===== src/rtl/dl1_write_buffer.sv =====
// Data-L1 write buffer: FIFO of pending write-misses with same-cycle lookup and a trigger/ack/done/read drain to L2.
// Optional write coalescing is enabled by defining DL1_WB_COALESCE_EN.
module dl1_write_buffer #(
   parameter int unsigned DATA_LENGTH = 32,
   parameter int unsigned WB_DEPTH    = 4,
   parameter int unsigned BYTE_OFFSET = 2,
   parameter int unsigned WORD_OFFSET = 2
) (
   input  logic                   cache_clk,
   input  logic                   rst,
   input  logic                   wb_write,
   input  logic [DATA_LENGTH-1:0] wb_addr,
   input  logic [DATA_LENGTH-1:0] wb_wdata,
   input  logic [DATA_LENGTH-1:0] lookup_addr,
   output logic                   wb_hit,
   output logic [DATA_LENGTH-1:0] wb_hit_data,
   output logic                   wb_read_tag_hit,
   output logic                   wb_full,
   output logic                   wb_empty,
   output logic                   wb_overflow,
   output logic                   wb_underflow,
   input  logic                   wb_trigger,
   output logic                   wb_done,
   input  logic                   wb_read,
   output logic                   l2_req,
   output logic [DATA_LENGTH-1:0] l2_addr,
   output logic [DATA_LENGTH-1:0] l2_wdata,
   input  logic                   l2_ack
);

   localparam int unsigned PTR_W   = $clog2(WB_DEPTH);
   localparam int unsigned CNT_W   = PTR_W + 1;
   localparam int unsigned BLK_LSB = BYTE_OFFSET + WORD_OFFSET;

   typedef enum logic [1:0] {S_IDLE, S_REQ, S_DONE} state_t;

   state_t                 state;
   logic [WB_DEPTH-1:0]    valid;
   logic [DATA_LENGTH-1:0] addr_q [WB_DEPTH];
   logic [DATA_LENGTH-1:0] data_q [WB_DEPTH];
   logic [PTR_W-1:0]       head;
   logic [PTR_W-1:0]       tail;
   logic [CNT_W-1:0]       count;

   logic                   coalesce;
   logic                   head_coalesce;
   logic                   alloc;
   logic                   pop;
   logic [PTR_W-1:0]       lk_idx;
   logic                   lookup_unused;

   assign lookup_unused = ^lookup_addr[BYTE_OFFSET-1:0];

   assign wb_full  = (count == CNT_W'(WB_DEPTH));
   assign wb_empty = (count == '0);

   // Scan from the head so the last match found is the youngest entry.
   always_comb begin
      wb_hit          = 1'b0;
      wb_hit_data     = '0;
      wb_read_tag_hit = 1'b0;
      lk_idx          = '0;
      for (int unsigned k = 0; k < WB_DEPTH; k++) begin
         lk_idx = head + PTR_W'(k);
         if (valid[lk_idx] &&
             addr_q[lk_idx][DATA_LENGTH-1:BYTE_OFFSET] == lookup_addr[DATA_LENGTH-1:BYTE_OFFSET]) begin
            wb_hit      = 1'b1;
            wb_hit_data = data_q[lk_idx];
         end
         if (valid[lk_idx] &&
             addr_q[lk_idx][DATA_LENGTH-1:BLK_LSB] == lookup_addr[DATA_LENGTH-1:BLK_LSB])
            wb_read_tag_hit = 1'b1;
      end
   end

`ifdef DL1_WB_COALESCE_EN
   logic             co_hit;
   logic [PTR_W-1:0] co_idx;
   logic [PTR_W-1:0] ps_idx;

   // The head is off-limits once its drain has started: L2 already holds its data.
   always_comb begin
      co_hit = 1'b0;
      co_idx = '0;
      ps_idx = '0;
      for (int unsigned k = 0; k < WB_DEPTH; k++) begin
         ps_idx = head + PTR_W'(k);
         if (valid[ps_idx] &&
             addr_q[ps_idx][DATA_LENGTH-1:BYTE_OFFSET] == wb_addr[DATA_LENGTH-1:BYTE_OFFSET] &&
             !(ps_idx == head && state != S_IDLE)) begin
            co_hit = 1'b1;
            co_idx = ps_idx;
         end
      end
   end

   assign coalesce      = wb_write && co_hit;
   assign head_coalesce = coalesce && (co_idx == head);
`else
   assign coalesce      = 1'b0;
   assign head_coalesce = 1'b0;
`endif

   assign alloc = wb_write && !coalesce && !wb_full;
   assign pop   = wb_read && (state == S_DONE);

   always_ff @(posedge cache_clk) begin
      if (alloc) begin
         addr_q[tail] <= wb_addr;
         data_q[tail] <= wb_wdata;
      end
`ifdef DL1_WB_COALESCE_EN
      else if (coalesce) begin
         data_q[co_idx] <= wb_wdata;
      end
`endif
   end

   always_ff @(posedge cache_clk or posedge rst) begin
      if (rst) begin
         state        <= S_IDLE;
         valid        <= '0;
         head         <= '0;
         tail         <= '0;
         count        <= '0;
         l2_req       <= 1'b0;
         wb_done      <= 1'b0;
         l2_addr      <= '0;
         l2_wdata     <= '0;
         wb_overflow  <= 1'b0;
         wb_underflow <= 1'b0;
      end else begin
         wb_overflow  <= wb_write && !coalesce && wb_full;
         wb_underflow <= wb_read && (state != S_DONE);
         if (alloc) begin
            valid[tail] <= 1'b1;
            tail        <= tail + 1'b1;
         end
         if (pop) begin
            valid[head] <= 1'b0;
            head        <= head + 1'b1;
         end
         count <= count + CNT_W'(alloc) - CNT_W'(pop);
         case (state)
            S_IDLE: begin
               if (wb_trigger && !wb_empty) begin
                  state    <= S_REQ;
                  l2_req   <= 1'b1;
                  l2_addr  <= addr_q[head];
                  l2_wdata <= head_coalesce ? wb_wdata : data_q[head];
               end
            end
            S_REQ: begin
               if (l2_ack) begin
                  state   <= S_DONE;
                  l2_req  <= 1'b0;
                  wb_done <= 1'b1;
               end
            end
            S_DONE: begin
               if (wb_read) begin
                  state    <= S_IDLE;
                  wb_done  <= 1'b0;
                  l2_addr  <= '0;
                  l2_wdata <= '0;
               end
            end
            default: state <= S_IDLE;
         endcase
      end
   end

endmodule

===== config.mk =====
export PLATFORM = sky130hd
export DESIGN_NAME = dl1_write_buffer
export DESIGN_NICKNAME = d
export VERILOG_FILES = /design/src/rtl/dl1_write_buffer.sv
export SDC_FILE = /design/constraint.sdc
export NUM_CORES = 1
export LEC_CHECK = 0
export CAP_MARGIN = 20
export CORE_AREA = 4 4 238 298
export DETAILED_ROUTE_END_ITERATION = 16
export DIE_AREA = 0 0 242 302
export SLEW_MARGIN = 30
export SYNTH_ARGS = -nofsm -noshare
export SYNTH_HDL_FRONTEND = slang
export SYNTH_SLANG_ARGS = --single-unit

===== constraint.sdc =====
create_clock -name cache_clk -period 6.7 [get_ports cache_clk]
set_input_delay 1.34 -clock cache_clk [delete_from_list [all_inputs] [get_ports cache_clk]]
set_output_delay 1.34 -clock cache_clk [all_outputs]
set_load 0.02 [all_outputs]

Word level (Yosys, flattened, before mapping)
Memory sizes are Yosys's and may differ from the RTL's.
Index checks and enable logic that the tools add are counted.
- bits in registers: 81
- memories: 2
- output and inout port bits: 104
- bits in writable memories: 256
- word-level logic and storage cells: 113
- memories (name ; words ; width ; rd ports ; clocked after memory_dff ; write ports ; line ; text):
    addr_q ; 4 ; 32 ; 4 ; 0 ; 1 ; 39 ; logic [DATA_LENGTH-1:0] addr_q [WB_DEPTH];
    data_q ; 4 ; 32 ; 4 ; 0 ; 1 ; 40 ; logic [DATA_LENGTH-1:0] data_q [WB_DEPTH];
- bitwise logic cells: 3
- $lt $le $gt $ge: 7
- mux-type cells: 43
- add/sub/neg operators: 6
- reduce and logical (&&, ||, !) cells: 26
- eq/ne operators: 15
- operators with widths (kind ; number):
    32-bit two-way mux ; 7
    32-bit one-hot mux with 2 select lines ; 2
    30-bit == test ; 4
    28-bit == test ; 4
    1-bit two-way mux ; 20
    1-bit logical AND ; 15
    2-bit by 3-bit < comparator with 1-bit output, second input constant ; 5
    3-bit AND reduction ; 4
    1-bit binary-select mux with 2-bit select ; 4
    4-bit two-way mux ; 2
    2-bit != test, second input constant ; 4
    2-bit two-way mux ; 3
    2-bit one-hot mux with 3 select lines ; 1
    2-bit nonzero test ; 3
    2-bit by 1-bit adder with 2-bit output, second input constant ; 2
    2-bit adder, second input constant ; 2
    4-bit bitwise AND ; 1
    1-bit demux with 2-bit select ; 2
    2-bit by 1-bit greater-or-equal comparator with 1-bit output, second input constant ; 2
    4-bit NOT ; 1
    4-bit OR ; 1
    1-bit one-hot mux with 2 select lines ; 2
    3-bit by 1-bit adder with 3-bit output ; 1
    3-bit == test, second input constant ; 1
    other kinds (6) ; 7

Logic depth before layout (Yosys ltp)
Gate-level depths: netlist (run 1).
- word-level depth: 8
- depth in mapped cells: 19
- depth with buffers taken out: 11

Least setup slack after synthesis (run 1)
OpenSTA, ideal clock, no wires.
- path type: flip-flop to output port
- from: reg head[0]
- to: out wb_hit_data[0]
- stages on the path, launching flop included: 18
- data arrival time: 4.072 ns
- required time: 5.360 ns
- slack: 1.288 ns
- path through: dfrtp_1 buf_4 buf_4 inv_2 buf_1 ha_1 buf_6 buf_12 buf_8 buf_4 o32ai_1 o2111ai_1 or3_1 nor4_2 nand4_2 buf_6 mux2i_1 a221oi_2
- elaborated cells on any way between the ends: 25
- those cells by class: add/sub: 3; eq/ne: 4; mux: 12; reduce/logical: 4; memory: 2
- RTL lines (element ; line ; text):
    start, declared ; 41 ; logic [PTR_W-1:0] head;
    start signal, assigned ; 141 ; head <= head + 1'b1;
    2-bit adder (*) ; 64 ; lk_idx = head + PTR_W'(k);
    net lk_idx[0] ; 49 ; logic [PTR_W-1:0] lk_idx;
    memory 4 x 32 bit or 1-bit binary-select mux with 2-bit select (tied branches) ; - ;
    30-bit == test or 1-bit two-way mux (tied branches) ; 66, 65 ;
    1-bit logical AND ; 65 ; if (valid[lk_idx] &&
    32-bit two-way mux (*) ; 65 ;
    end, declared ; 16 ; output logic [DATA_LENGTH-1:0] wb_hit_data,
Mark *: on every way through the listed nets, which the timed path passes. The rest lies on a longest branch. The select of a mux whose other input is x is not followed.

Worst setup path in the final report (run 1)
- from: reg head[0]
- to: out wb_hit_data[10]
- cells in the longest elaborated chain, start to end: 7
- elaborated cells on any way between the ends: 25
- those cells by class: add/sub: 3; eq/ne: 4; mux: 12; reduce/logical: 4; memory: 2
- ends and longest elaborated chain (element ; line ; text):
    2-bit by 1-bit adder with 2-bit output (tied with other cells) ; 64 ;
    memory 4 x 32 bit (tied with other cells) ; - ;
    30-bit == test (tied with other cells) ; 66 ; addr_q[lk_idx][DATA_LENGTH-1:BYTE_OFFSET] == lookup_addr[DATA_LENGTH-1:BYTE_OFFSET]) begin
    1-bit logical AND or 32-bit two-way mux (tied branches) ; 65 ;
    32-bit two-way mux (2 in series) ; 65 ;
    32-bit two-way mux (*) ; 65 ;
Every way passes the cells marked *; elsewhere a longest branch is shown, timed or not. The select of a mux whose other input is x is not followed.

==> results of run 1 <==
## final timing paths
check	startpoint	to	slack, ps
max	head[0]$_DFFE_PP0P_	wb_hit_data[10]	150
max reg2reg	head[0]$_DFFE_PP0P_	l2_wdata[27]$_DFFE_PP0P_	3700
max in group asynchronous	rst	head[1]$_DFFE_PP0P_	4300
min reg2reg	l2_addr[24]$_DFFE_PP0P_	l2_addr[24]$_DFFE_PP0P_	500
min	l2_addr[24]$_DFFE_PP0P_	l2_addr[24]$_DFFE_PP0P_	500
min in group asynchronous	rst	l2_wdata[26]$_DFFE_PP0P_	1190
## worst register-to-register path: cells and delay by family, from the launching register on
kind	cells	cell delay [ps]
buffers and inverters	3	1560
multiplexers	1	760
flip-flops	1	410
AND/OR/NAND/NOR	2	150
## logic make-up after synthesis
group / after synthesis
and+or+nand+nor: 362
xor gates and xnor gates: 122
muxes: 312
adders and majority gates: 11
DFF: 337
AOI/OAI and AO/OA: 89
buffers and inverters: 134
## through the flow
step / total power, mW / hold slack [ps]
3_3_place_gp: 9.397 / 482.9
5_1_grt: 12.44 / 519.4
3_5_place_dp: 9.505 / 484.4
4_1_cts: 11.87 / 500.6
6_report: 11.80 / 496.1
2_1_floorplan: 7.772 / 502.6
## per-layer routing
metal	vias to the layer above	track usage, %
met5	-	0
met3	116	3.511
li1	5845	-
met4	2	7.051
met2	431	29.87
met1	6961	19.15
## state kept, by name (all words and copies together) (netlist names), 2 cells and up
register,cells
data_q,128
l2_wdata,32
l2_addr,32
tail,2
addr_q,128
count,3
valid,4
state,2
head,2
## final cells by class
cell class / count / area share [%]
multi-input cells: 896 / 40.10
flip-flops and latches: 337 / 39.30
repair buffers: 252 / 10.38
well taps: 872 / 4.410
clock buffers: 48 / 4.284
clock inverters: 22 / 1.194
inverters: 18 / 0.2832
diodes: 5 / 0.05057
## placed cells by master (no fill, tap or decap), drive strengths merged, types with 2 or more instances in the layout
master / instances
edfxtp: 256
mux4: 232
clkdlybuf4s50: 201
nand2: 134
xnor2: 84
dfrtp: 81
mux2i: 71
nand3: 71
buf: 50
clkbuf: 48
nor2: 42
xor2: 38
nor3: 38
and3: 38
a221oi: 32
nand4: 20
inv: 18
clkinv: 16
o21ai: 15
a21oi: 12
ha: 10
mux2: 9
nor4: 9
bufinv: 6
diode: 5
a211oi: 4
a2bb2oi: 4
and2: 3
o2111ai: 3
o211ai: 3
a2111oi: 3
or3: 3
nor2b: 2
a22oi: 2
o22ai: 2
o32ai: 2
## timing repair
item,in CTS,in global routing
setup endpoints to repair,27,29
resized for setup,1,5
buffers inserted,1,6
pin swaps,1,1
hold buffers,0,0
endpoints found under the hold margin,0,0
## power groups by stage
| stage | combinational [mW] | sequential [mW] | clock, mW |
|---|---|---|---|
| finish | 6.33 | 3.22 | 2.26 |
| global route | 6.75 | 3.28 | 2.41 |
| CTS | 6.33 | 3.21 | 2.33 |
| detailed placement | 6.25 | 3.25 | 0 |
| global placement | 6.19 | 3.21 | 0 |
| floorplan | 4.41 | 3.36 | 0 |
==> impl_metrics.tcl, run 1 <==
set metrics [dict create \
    wl_met3_um 3577 \
    fillers 6437 \
    worstMarginPinSlew_ps 1012 \
    dpl_cell_area_mm2 0.02324 \
    gr-usage-all-layers_pct 16.57 \
    grt_pass1_wl_um 90900 \
    path_class "reg2out" \
    worst_path_max_delay_cell "clkdlybuf4s50_1" \
    dieArea_mm2 0.07308 \
    outcome "finished clean" \
    clk_pin_slew_ps 60 \
    p_sw_mw 4.524 \
    area_growth_syn_to_layout_pct 21.76 \
    p_int_mw 7.275 \
    period_minus_slack_ps 6551 \
    grt_max_degree 145 \
    cp_num_cells 12 \
    yosysMostFrequentCell "edfxtp_1" \
    syn_nets 1480 \
    cap_violations 0 \
    clock-root-buffer "clkbuf_16" \
    route.met2.wl_um 32130 \
    grt_pass1_vias 13950 \
    synthTopCellsByArea "edfxtp_1 (38%), mux4_2 (26%), dfrtp_1 (10%)" \
    yosysSeqAreaShare_pct 47.81 \
    initial_core_util_pct 29.88 \
    first_pass_iters 5 \
    p_leak_nw 8.710 \
    fin_cells 2450 \
    stdcell_area_mm2 0.02474 \
    drtAntennaViolNets 0 \
    tns_ps 0 \
    finalWirelength_um 61750 \
    wire_per_inst_um 25.20 \
    multi_input_area_mm2 0.009921 \
    rr_worst_depth 6 \
    routed_via_density 5.451 \
    postLayoutSetupSlackWorst_ps 149.2 \
    synthAdderAreaFrac_pct 0.7143 \
    cpPeakStageDelay_ps 680 \
    yosys.area.top_type "edfxtp_1" \
    swShare_pct 38.34 \
    cts_buffers 38 \
    num_vias 13360 \
    rsz0062_at_grt "false" \
    crit_fanout 31 \
    fmax_mhz 152.7 \
    core-area_mm2 0.06801 \
    synthSimpleGateAreaFrac_pct 8.473 \
    dp.cells 2367 \
    cp_data_arrival_time_ps 5210 \
    htree_levels 2 \
    cp_cell_sequence "buf_4, buf_12, mux4_2, xnor2_1, nand4_1, nor4_1, nand4_1, or3_4, o21a_4, buf_12, a221oi_2, clkdlybuf4s50_1" \
    hpwl_um 40980 \
    drt_iter0_drc 996 \
    netlist_area_mm2 0.02032 \
    cts.sinks 337 \
    hold_path_class "reg2reg" \
    ios 206 \
    cts_tree "done" \
    cp.buffers_inverters 4 \
    syn-instance-count 1367 \
    antenna_found_initial 7 \
    cp.required_ps 5360 \
    relSlewSlack_pct 32.52 \
    rows 107 \
    p_clk_share_pct 19.1 \
    muxShareOfSynthArea_pct 29.71 \
    fin_worst_skew_ps 28.74 \
    layout-drive-gt1-share_pct 25.75 \
    gp_congestion 0.8537 \
    pwr-share-seq_pct 27.3 \
    die_h_um 302 \
    ys_seq_elements 337 \
    die_x_um 242 \
    period_share_pct 97.77 \
    syn_area_per_cell_um2 14.86 \
    power_frac_comb_pct 53.6 \
    ys.flop_type "edfxtp_1" \
    synth-xor-area-share_pct 5.259 \
    ir_drop_v 0.0002333 \
    cts_buffer_depth 3 \
    whs_path_depth 2 \
    setup_violations 0 \
    cpLargestDelayFamily "buffers and inverters" \
    synth-async-reset-ratio_pct 24.04 \
    powerDensity_mw_per_mm2 476.9 \
    fin_nets 1656 \
    yosysUniqueCellTypes 54 \
    yosysTopAreaCellShare_pct 37.83 \
    gr-total-overflow 0 \
    startpoint_type "flop" \
    top_layer "met5" \
    report.final.hold_viol_count 0 \
    pre_cts_ws_ps 170.0 \
    drt_drc_violations_left 0 \
    ys_warn_count 0 \
    port_buffers 203 \
    netlist_top_cells_count "edfxtp_1 (256), mux4_2 (232), nand2_1 (134)" \
    seqCellArea_mm2 0.009722 \
    post-route-util_pct 36.38 \
    drt-met1-wl_um 23450 \
    synth_edf_count 256 \
    endpoint_kind "output port" \
    clk_latency_ps 560 \
    synth_top_family_by_area "multiplexers" \
    synth_compound_area_share_pct 4.292 \
    slew_viol_final 0 \
]
No activity file was read; power rests on OpenSTA's default activity.
==> inputs of run 2 (changes only) <==
--- a/config.mk
+++ b/config.mk
@@ -6,9 +6,9 @@
 export NUM_CORES = 1
 export LEC_CHECK = 0
 export CAP_MARGIN = 20
-export CORE_AREA = 4 4 238 298
+export CORE_AREA = 2 2 236 296
 export DETAILED_ROUTE_END_ITERATION = 16
-export DIE_AREA = 0 0 242 302
+export DIE_AREA = 0 0 238 298
 export SLEW_MARGIN = 30
 export SYNTH_ARGS = -nofsm -noshare
 export SYNTH_HDL_FRONTEND = slang
==> impl_metrics.tcl, run 2 (synthesized netlist as in run 1, its figures left out) <==
set metrics [dict create \
    outcome "finished clean" \
    hpwl_um 40300 \
    cpMostUsedCell "clkdlybuf4s50_1" \
    cts_tree "done" \
    cts_buffer_depth 3 \
    grt_max_degree 145 \
    swShare_pct 38.53 \
    initial_core_util_pct 29.88 \
    post-route-util_pct 36.44 \
    gp_congestion 0.8697 \
    cp_cell_sequence "clkdlybuf4s50_1, xor2_1, o32ai_1, o2111ai_1, or3_1, nor4_2, buf_4, nand4_4, buf_12, mux2i_1, a221oi_2, clkdlybuf4s50_1" \
    core-area_mm2 0.06801 \
    rrSetupSlack_ps 3690 \
    pre_cts_ws_ps 122.9 \
    postLayoutSetupSlackWorst_ps 181.8 \
    drt_iter0_drc 937 \
    powerDensity_mw_per_mm2 480.0 \
    setup_violations 0 \
    cap_violations 0 \
    fmax_mhz 153.4 \
    p_leak_nw 8.818 \
    first_pass_iters 5 \
    rsz0062_at_grt "true" \
    grt_pass1_vias 14060 \
    period_minus_slack_ps 6518 \
    port_buffers 203 \
    p_sw_mw 4.583 \
    slew_viol_final 0 \
    clk_pin_slew_ps 60 \
    htree_levels 2 \
    layout_common_cells "edfxtp_1 (256), mux4_2 (232), clkdlybuf4s50_1 (195)" \
    cp.required_ps 5360 \
    gr-usage-all-layers_pct 17.36 \
    crit_fanout 33 \
    grt_pass1_wl_um 91030 \
    rows 107 \
    die_h_um 298 \
    clock-root-buffer "clkbuf_16" \
    routed_via_density 5.500 \
    drtAntennaViolNets 0 \
    startpoint_type "primary input" \
    hold_path_class "reg2reg" \
    gr-total-overflow 0 \
    ios 206 \
    antenna_found_initial 9 \
    area_growth_syn_to_layout_pct 21.96 \
    period_share_pct 97.29 \
    endpoint_kind "output port" \
    relSlewSlack_pct 34.55 \
    dieArea_mm2 0.07092 \
    pwr-share-seq_pct 27.1 \
    cts_buffers 39 \
    finalWirelength_um 62110 \
    cts.sinks 337 \
    cpPeakStageDelay_ps 730 \
    reg_top3 "addr_q: 128 flops, data_q: 128 flops" \
    path_class "in2out" \
    clk_latency_ps 570 \
    die_x_um 238 \
    worstMarginPinSlew_ps 981.8 \
    wire_per_inst_um 25.37 \
    ctsHoldBuffers 0 \
    p_int_mw 7.312 \
    dp.cells 2364 \
    worst_path_max_delay_cell "clkdlybuf4s50_1" \
    fin_cells 2448 \
    report.final.hold_viol_count 0 \
    num_vias 13460 \
    fin_worst_skew_ps 32.37 \
    p_clk_share_pct 19.0 \
    drt_drc_violations_left 0 \
    layout-drive-gt1-share_pct 25.86 \
    ir_drop_v 0.0003222 \
    fin_nets 1656 \
    cp_data_arrival_time_ps 5180 \
    power_frac_comb_pct 53.9 \
    final_common_cell "edfxtp_1" \
]
-- run 2: changes by cell type in the layout (fill, tap and decap cells not counted), moves of 2 or more --
cell / previous run / this run
clkinv_1: 6 / 3
buf_16: 0 / 3
dlymetal6s2s_1: 1 / 6
buf_12: 12 / 10
clkdlybuf4s50_1: 201 / 195
clkbuf_1: 4 / 8
clkinv_2: 4 / 6
buf_6: 3 / 1
clkinv_4: 4 / 2
diode_2: 5 / 2
clkinvlp_4: 0 / 4
clkbuf_8: 5 / 2
-- run 2: worst paths after layout --
check	from	endpoint	cells after the start
worst max register to register	state[0]$_DFFE_PP0P_	count[2]$_DFF_PP0_	10
worst max-delay path	lookup_addr[19]	wb_hit_data[20]	12
worst min-delay path	l2_wdata[11]$_DFFE_PP0P_	l2_wdata[11]$_DFFE_PP0P_	2
min in group asynchronous	rst	l2_wdata[27]$_DFFE_PP0P_	2
max in group asynchronous	rst	head[1]$_DFFE_PP0P_	3
worst min register to register	l2_wdata[11]$_DFFE_PP0P_	l2_wdata[11]$_DFFE_PP0P_	2
-- run 2: metal layers --
metal / up-vias / wire length [um] / GRT usage, %
met2: 430 / 32670 / 30.97
met1: 7055 / 23370 / 20.26
met4: 14 / 2409 / 7.068
met5: - / 85 / 0
li1: 5839 / - / -
met3: 125 / 3574 / 3.521
-- run 2: worst max-delay path: cells and delay by family --
| family | cells | cell delay [ps] |
|---|---|---|
| compound gates | 3 | 720 |
| xor+xnor | 1 | 150 |
| buf+inv | 4 | 1820 |
| mux | 1 | 170 |
| simple gates | 3 | 920 |
-- run 2: area by class of cell --
class	count	area, um^2
Fill cell	6495	43230
Multi-Input combinational cell	896	9927
Sequential cell	337	9722
Timing Repair Buffer	251	2616
Tap cell	872	1091
Clock buffer	50	1059
Clock inverter	22	290.3
Inverter	18	70.07
Antenna cell	2	5.005
-- run 2: through the flow --
stage / setup TNS [ps] / instance area (um^2) / hold WS, ps / power [mW]
final: 0 / 24780 / 493.5 / 11.89
after CTS: 0 / 24730 / 500.8 / 12.02
after global placement: 0 / 23220 / 484.6 / 9.421
after global routing: -3.293 / 24780 / 519.3 / 12.54
after detailed placement: 0 / 23220 / 485.6 / 9.505
after floorplan: 0 / 20320 / 502.6 / 7.772
-- run 2: power groups by stage --
stage | Clock [mW] | Combinational (mW) | Sequential (mW)
after floorplan | 0 | 4.41 | 3.36
after global placement | 0 | 6.21 | 3.21
after detailed placement | 0 | 6.25 | 3.25
after CTS | 2.32 | 6.48 | 3.22
after global routing | 2.39 | 6.85 | 3.29
final | 2.26 | 6.41 | 3.23
-- run 2: what timing repair did --
action,in CTS,in global routing
pin swaps,1,0
cloned,1,0
endpoints found under the setup margin,30,7
resized for setup,3,8
buffers inserted,8,0
